File: config.mk
export PLATFORM = sky130hd
export DESIGN_NAME = dadd_out_buf_flat
export DESIGN_NICKNAME = d
export VERILOG_FILES = /design/src/rtl/dadd_out_buf_if.sv /design/src/rtl/dadd_out_buf.sv /design/src/flat_wrapper.sv
export SDC_FILE = /design/constraint.sdc
export NUM_CORES = 1
export LEC_CHECK = 0
export CORE_UTILIZATION = 40
export DETAILED_ROUTE_END_ITERATION = 8
export GPL_ROUTABILITY_DRIVEN = 1
export SYNTH_ARGS = -nofsm -noshare
export SYNTH_HDL_FRONTEND = slang
export SYNTH_SLANG_ARGS = --single-unit
File: constraint.sdc
create_clock -name clk -period 8.7 [get_ports clk]
set_input_delay 1.74 -clock clk [delete_from_list [all_inputs] [get_ports clk]]
set_output_delay 1.74 -clock clk [all_outputs]
set_load 0.01 [all_outputs]
File: src/rtl/dadd_out_buf_if.sv
// Bundle of the write-side strobe/payload, the first-word-fall-through read
// side and the status/overflow signals of dadd_out_buf.
interface dadd_out_buf_if #(
  parameter int AWIDTH = 32,
  parameter int DWIDTH = 32,
  parameter int DEPTH  = 8
);
  localparam int CW = $clog2(DEPTH) + 1;

  logic              buf_in_en;
  logic [DWIDTH-1:0] buf_in;
  logic [AWIDTH-1:0] buf_in_addr;
  logic              buf_out_valid;
  logic              buf_out_ready;
  logic [DWIDTH-1:0] buf_out;
  logic [AWIDTH-1:0] buf_out_addr;
  logic [CW-1:0]     buf_count;
  logic              buf_full;
  logic              buf_empty;
  logic              buf_ovf;
  logic              buf_ovf_clr;
  logic [15:0]       buf_drop_cnt;

  // producer / consumer side
  modport master (
    output buf_in_en, buf_in, buf_in_addr, buf_out_ready, buf_ovf_clr,
    input  buf_out_valid, buf_out, buf_out_addr, buf_count,
           buf_full, buf_empty, buf_ovf, buf_drop_cnt
  );

  // buffer side
  modport slave (
    input  buf_in_en, buf_in, buf_in_addr, buf_out_ready, buf_ovf_clr,
    output buf_out_valid, buf_out, buf_out_addr, buf_count,
           buf_full, buf_empty, buf_ovf, buf_drop_cnt
  );
endinterface

File: src/rtl/dadd_out_buf.sv
// Output buffer for dadd results: circular FIFO of {addr, data} entries with
// first-word-fall-through read, simultaneous push/pop when full, and a sticky
// overflow flag plus saturating drop counter for writes lost while full.
module dadd_out_buf #(
  parameter int AWIDTH = 32,
  parameter int DWIDTH = 32,
  parameter int DEPTH  = 8
) (
  input logic          clk,
  input logic          rst_n,
  dadd_out_buf_if.slave bus
);
  localparam int PW = $clog2(DEPTH);
  localparam int CW = PW + 1;

  logic [DWIDTH-1:0] r_data [DEPTH];
  logic [AWIDTH-1:0] r_addr [DEPTH];
  logic [PW-1:0]     r_wr_ptr;
  logic [PW-1:0]     r_rd_ptr;
  logic [CW-1:0]     r_count;
  logic              r_ovf;
  logic [15:0]       r_drop_cnt;

  logic w_full, w_empty, w_pop, w_push, w_drop;

  assign w_full  = (r_count == CW'(DEPTH));
  assign w_empty = (r_count == '0);
  // Pop only ever uses the registered head, so a push into an empty FIFO
  // cannot leave in the same cycle.
  assign w_pop   = !w_empty && bus.buf_out_ready;
  // A full FIFO still accepts a write when the head leaves on the same edge.
  assign w_push  = bus.buf_in_en && (!w_full || w_pop);
  assign w_drop  = bus.buf_in_en && w_full && !w_pop;

  // Payload storage; no reset, entries are masked to zero while empty.
  always_ff @(posedge clk) begin
    if (w_push) begin
      r_data[r_wr_ptr] <= bus.buf_in;
      r_addr[r_wr_ptr] <= bus.buf_in_addr;
    end
  end

  // Pointers and occupancy; pointers wrap naturally since DEPTH is 2^PW.
  always_ff @(posedge clk or negedge rst_n) begin
    if (!rst_n) begin
      r_wr_ptr <= '0;
      r_rd_ptr <= '0;
      r_count  <= '0;
    end else begin
      if (w_push) r_wr_ptr <= r_wr_ptr + PW'(1);
      if (w_pop)  r_rd_ptr <= r_rd_ptr + PW'(1);
      case ({w_push, w_pop})
        2'b10:   r_count <= r_count + CW'(1);
        2'b01:   r_count <= r_count - CW'(1);
        default: r_count <= r_count;
      endcase
    end
  end

  // Sticky overflow and saturating drop count; a drop beats a clear.
  always_ff @(posedge clk or negedge rst_n) begin
    if (!rst_n) begin
      r_ovf      <= 1'b0;
      r_drop_cnt <= '0;
    end else if (w_drop) begin
      r_ovf <= 1'b1;
      if (bus.buf_ovf_clr)           r_drop_cnt <= 16'd1;
      else if (r_drop_cnt != 16'hFFFF) r_drop_cnt <= r_drop_cnt + 16'd1;
    end else if (bus.buf_ovf_clr) begin
      r_ovf      <= 1'b0;
      r_drop_cnt <= '0;
    end
  end

  assign bus.buf_out_valid = !w_empty;
  assign bus.buf_out       = w_empty ? '0 : r_data[r_rd_ptr];
  assign bus.buf_out_addr  = w_empty ? '0 : r_addr[r_rd_ptr];
  assign bus.buf_count     = r_count;
  assign bus.buf_full      = w_full;
  assign bus.buf_empty     = w_empty;
  assign bus.buf_ovf       = r_ovf;
  assign bus.buf_drop_cnt  = r_drop_cnt;
endmodule

File: src/flat_wrapper.sv
// flat-port wrapper written by rule: the top's interface ports become plain ports
module dadd_out_buf_flat 
#(
  parameter int AWIDTH = 32,
  parameter int DWIDTH = 32,
  parameter int DEPTH  = 8
)
  (clk, rst_n, bus_buf_in_en, bus_buf_in, bus_buf_in_addr, bus_buf_out_ready, bus_buf_ovf_clr, bus_buf_out_valid, bus_buf_out, bus_buf_out_addr, bus_buf_count, bus_buf_full, bus_buf_empty, bus_buf_ovf, bus_buf_drop_cnt);
  dadd_out_buf_if #(.AWIDTH(AWIDTH), .DWIDTH(DWIDTH), .DEPTH(DEPTH)) bus_i ();
  input logic clk;
  input logic rst_n;
  input wire logic [$bits(bus_i.buf_in_en)-1:0] bus_buf_in_en;
  input wire logic [$bits(bus_i.buf_in)-1:0] bus_buf_in;
  input wire logic [$bits(bus_i.buf_in_addr)-1:0] bus_buf_in_addr;
  input wire logic [$bits(bus_i.buf_out_ready)-1:0] bus_buf_out_ready;
  input wire logic [$bits(bus_i.buf_ovf_clr)-1:0] bus_buf_ovf_clr;
  output wire logic [$bits(bus_i.buf_out_valid)-1:0] bus_buf_out_valid;
  output wire logic [$bits(bus_i.buf_out)-1:0] bus_buf_out;
  output wire logic [$bits(bus_i.buf_out_addr)-1:0] bus_buf_out_addr;
  output wire logic [$bits(bus_i.buf_count)-1:0] bus_buf_count;
  output wire logic [$bits(bus_i.buf_full)-1:0] bus_buf_full;
  output wire logic [$bits(bus_i.buf_empty)-1:0] bus_buf_empty;
  output wire logic [$bits(bus_i.buf_ovf)-1:0] bus_buf_ovf;
  output wire logic [$bits(bus_i.buf_drop_cnt)-1:0] bus_buf_drop_cnt;
  assign bus_i.buf_in_en = bus_buf_in_en;
  assign bus_i.buf_in = bus_buf_in;
  assign bus_i.buf_in_addr = bus_buf_in_addr;
  assign bus_i.buf_out_ready = bus_buf_out_ready;
  assign bus_i.buf_ovf_clr = bus_buf_ovf_clr;
  assign bus_buf_out_valid = bus_i.buf_out_valid;
  assign bus_buf_out = bus_i.buf_out;
  assign bus_buf_out_addr = bus_i.buf_out_addr;
  assign bus_buf_count = bus_i.buf_count;
  assign bus_buf_full = bus_i.buf_full;
  assign bus_buf_empty = bus_i.buf_empty;
  assign bus_buf_ovf = bus_i.buf_ovf;
  assign bus_buf_drop_cnt = bus_i.buf_drop_cnt;
  dadd_out_buf #(.AWIDTH(AWIDTH), .DWIDTH(DWIDTH), .DEPTH(DEPTH)) u_core (.clk(clk), .rst_n(rst_n), .bus(bus_i));
endmodule
==> metrics <==
status completed; Worst-Margin Slew approximately 1100 ps; Crit Path Class reg -> out; FMAX 0.176 GHz; Leakage slightly above 8 nW; Fin. Hold Viols 0; layout cells sized above 1 20.1%; Avg Cell Area, Syn between 20 and 25 µm²; CTS Buffer Depth 3; FP Rows 83; die width 231 µm; power per cell area 331 nW/µm²; Starting Density 40.6%; first-pass GRT wire length 65700 µm; initial antenna violation count 6; class of the worst hold path reg -> reg; Finish-stage setup viols 0; max-slew violations 0; TritonCTS clock tree done; CTS root buffer clkbuf_16; Clock Sink Count approximately 540; Pre-Repair DR Iteration Count 4; GRT overflow 0; DRC viols 0; maxcap violations 0; Area Overhead vs Synth 19.6%; Post-Synthesis Cell Area 20900 µm²; core area 51500 µm²; number of flops mapped to enable cells by yosys 512; drt total wl roughly 44000 µm; crit path DAT ~4000 ps; H-tree depth 2; fin crit period 5680 ps; hpwl dp approximately 23000 µm; Inst Count DP 1793; Tot GR Track Use 16.7%; starting DRC count in detailed routing 665; final cycle utilization of the critical path approximately 65%; CP endpoint kind primary output; fin area 25000 µm²; Worst-Skew Late Latency between 600 and 700 ps; post-synthesis cell type count slightly above 50; Max stage delay on crit path 1030 ps; Slowest cell on crit path dfrtp_4; ANT nets after route 0; Pwr Total 8.30 mW; Vias 10013; Syn Nets 1055; Routed WL per cell 23.2 µm; TNS Setup 0 ps; Finished Layout Cells 1892; clk slew on worst S/H paths around 50 ps; DP Area 23400 µm²; FF/Latch Area 16100 µm²; Cells after Synth approximately 980; nets between 1000 and 1500; VDD IR-drop max ~0.23 mV; critical path cell sequence buf_4 > mux4_2 > mux2i_1 > nor2_1 > clkdlybuf4s50_1; Critical Path RT 6960 ps; cts hold-fix bufs 0; Synth Register Bits 539; largest net degree at the start of global routing 78; die area 53300 µm²; drt via density around 5.3; Synth Flop Type edfxtp_1; Final Hold Slack around 480 ps; final clock skew 25.6 ps; die height 231 µm; FFs w/ async S/R, synth about 5.0%; port buffer count 156; commonest non-fill, non-tap cell in the layout edfxtp_1; Yosys warning count 0; worst relative slew slack 23.8%; area of the multi-input gates 4700 µm²; gpl congestion approximately 0.73; Ports 157; total CTS buffers 56; vias in the first global route 10346; number of setup buffers added after CTS 0; commonest non-fill, non-tap cells in the layout edfxtp_1, clkdlybuf4s50_1, mux4_2, nor2_1, mux2i_1; CP Max Fanout 70; fillers 4255; PostCTS Resize Cnt 0; sequential share of the synthesized area 76.7%; RSZ-0062 raised after global routing no; crit start category register
==> power by group <==
group	internal, mW	switching (mW)	total [mW]
Combinational	1.37	1.29	2.66
Sequential	3.24	0.209	3.45
Clock	1.26	0.930	2.20
==> cells by family after synthesis <==
| group | share of synthesized area [%] |
|---|---|
| AO/OA/AOI/OAI | 1.09 |
| XOR/XNOR | 0.251 |
| adder cells (fa/ha/maj) | 0.239 |
| buffers and inverters | 1.12 |
| AND/OR/NAND/NOR | 3.33 |
| multiplexers | 17.3 |
| flip-flops | 76.7 |
==> flip-flops by register name, summed over array words and instances (netlist names) <==
name,cells
u_core.r_data,256
u_core.r_rd_ptr,3
u_core.r_wr_ptr,3
u_core.bus.buf_count,4
u_core.r_addr,256
u_core.bus.buf_ovf,1
u_core.bus.buf_drop_cnt,16
==> stage by stage <==
| step | worst slack (ps) | util [%] |
|---|---|---|
| after global placement | 3580 | 45.4 |
| after CTS | 2930 | 48.6 |
| after floorplan | 143 | - |
| after global routing | 2850 | 48.6 |
| final | 3020 | 48.6 |
| after detailed placement | 3520 | 45.4 |
==> cells in the mapped netlist, types with 9 or more instances <==
library cell  instances  share of area (%)
nand2_1              17               0.30
mux4_2              128                 14
mux2i_1              66                3.2
nor2_1               76                1.4
nor3_1                9               0.22
buf_2                19               0.45
edfxtp_1            512                 73
a21oi_1               9               0.22
dfrtp_1              27                3.2
nand3_1              11               0.26
clkbuf_1             19               0.34
==> per-layer routing <==
metal | wire length (µm) | vias to the layer above | global-route usage [%] | share of wire (%)
li1 | - | 4445 | - | -
met2 | 21200 | 198 | 26.4 | 48
met4 | 809 | 8 | 4.84 | 1.8
met5 | 62 | - | 0 | 0.14
met1 | 19900 | 5300 | 23.7 | 45
met3 | 2010 | 62 | 3.17 | 4.6
==> worst max-delay path: cells and delay by family (launching register included) <==
| kind | cells | cell delay [ps] |
|---|---|---|
| flip-flops | 1 | 1030 |
| multiplexers | 2 | 620 |
| AND/OR/NAND/NOR | 1 | 90 |
| buffers and inverters | 2 | 1480 |
==> cell type report <==
| type | count | area share, % |
|---|---|---|
| flip-flops and latches | 539 | 64.1 |
| multi-input cells | 389 | 18.8 |
| repair buffers | 177 | 6.91 |
| clock buffers | 74 | 5.87 |
| well taps | 680 | 3.40 |
| clock inverters | 23 | 0.779 |
| inverters | 8 | 0.125 |
| diodes | 2 | 0.0200 |
==> path summary, 6_finish.rpt <==
path,from,to,slack [ps],cells past startpoint
setup / recovery,u_core.r_rd_ptr[1]$_DFFE_PN0N_,bus_buf_out_addr[12],3020,5
hold / removal,u_core.bus.buf_ovf$_DFFE_PN0P_,u_core.bus.buf_ovf$_DFFE_PN0P_,480,1
setup reg to reg,u_core.bus.buf_count[3]$_DFFE_PN0P_,u_core.r_data[5][24]$_DFFE_PP_,5190,6
hold reg to reg,u_core.bus.buf_ovf$_DFFE_PN0P_,u_core.bus.buf_ovf$_DFFE_PN0P_,480,1
max in group asynchronous,rst_n,u_core.r_rd_ptr[1]$_DFFE_PN0N_,6870,2
min in group asynchronous,rst_n,u_core.bus.buf_drop_cnt[13]$_DFFE_PN0P_,1530,2
No activity file was read; power rests on OpenSTA's default activity.
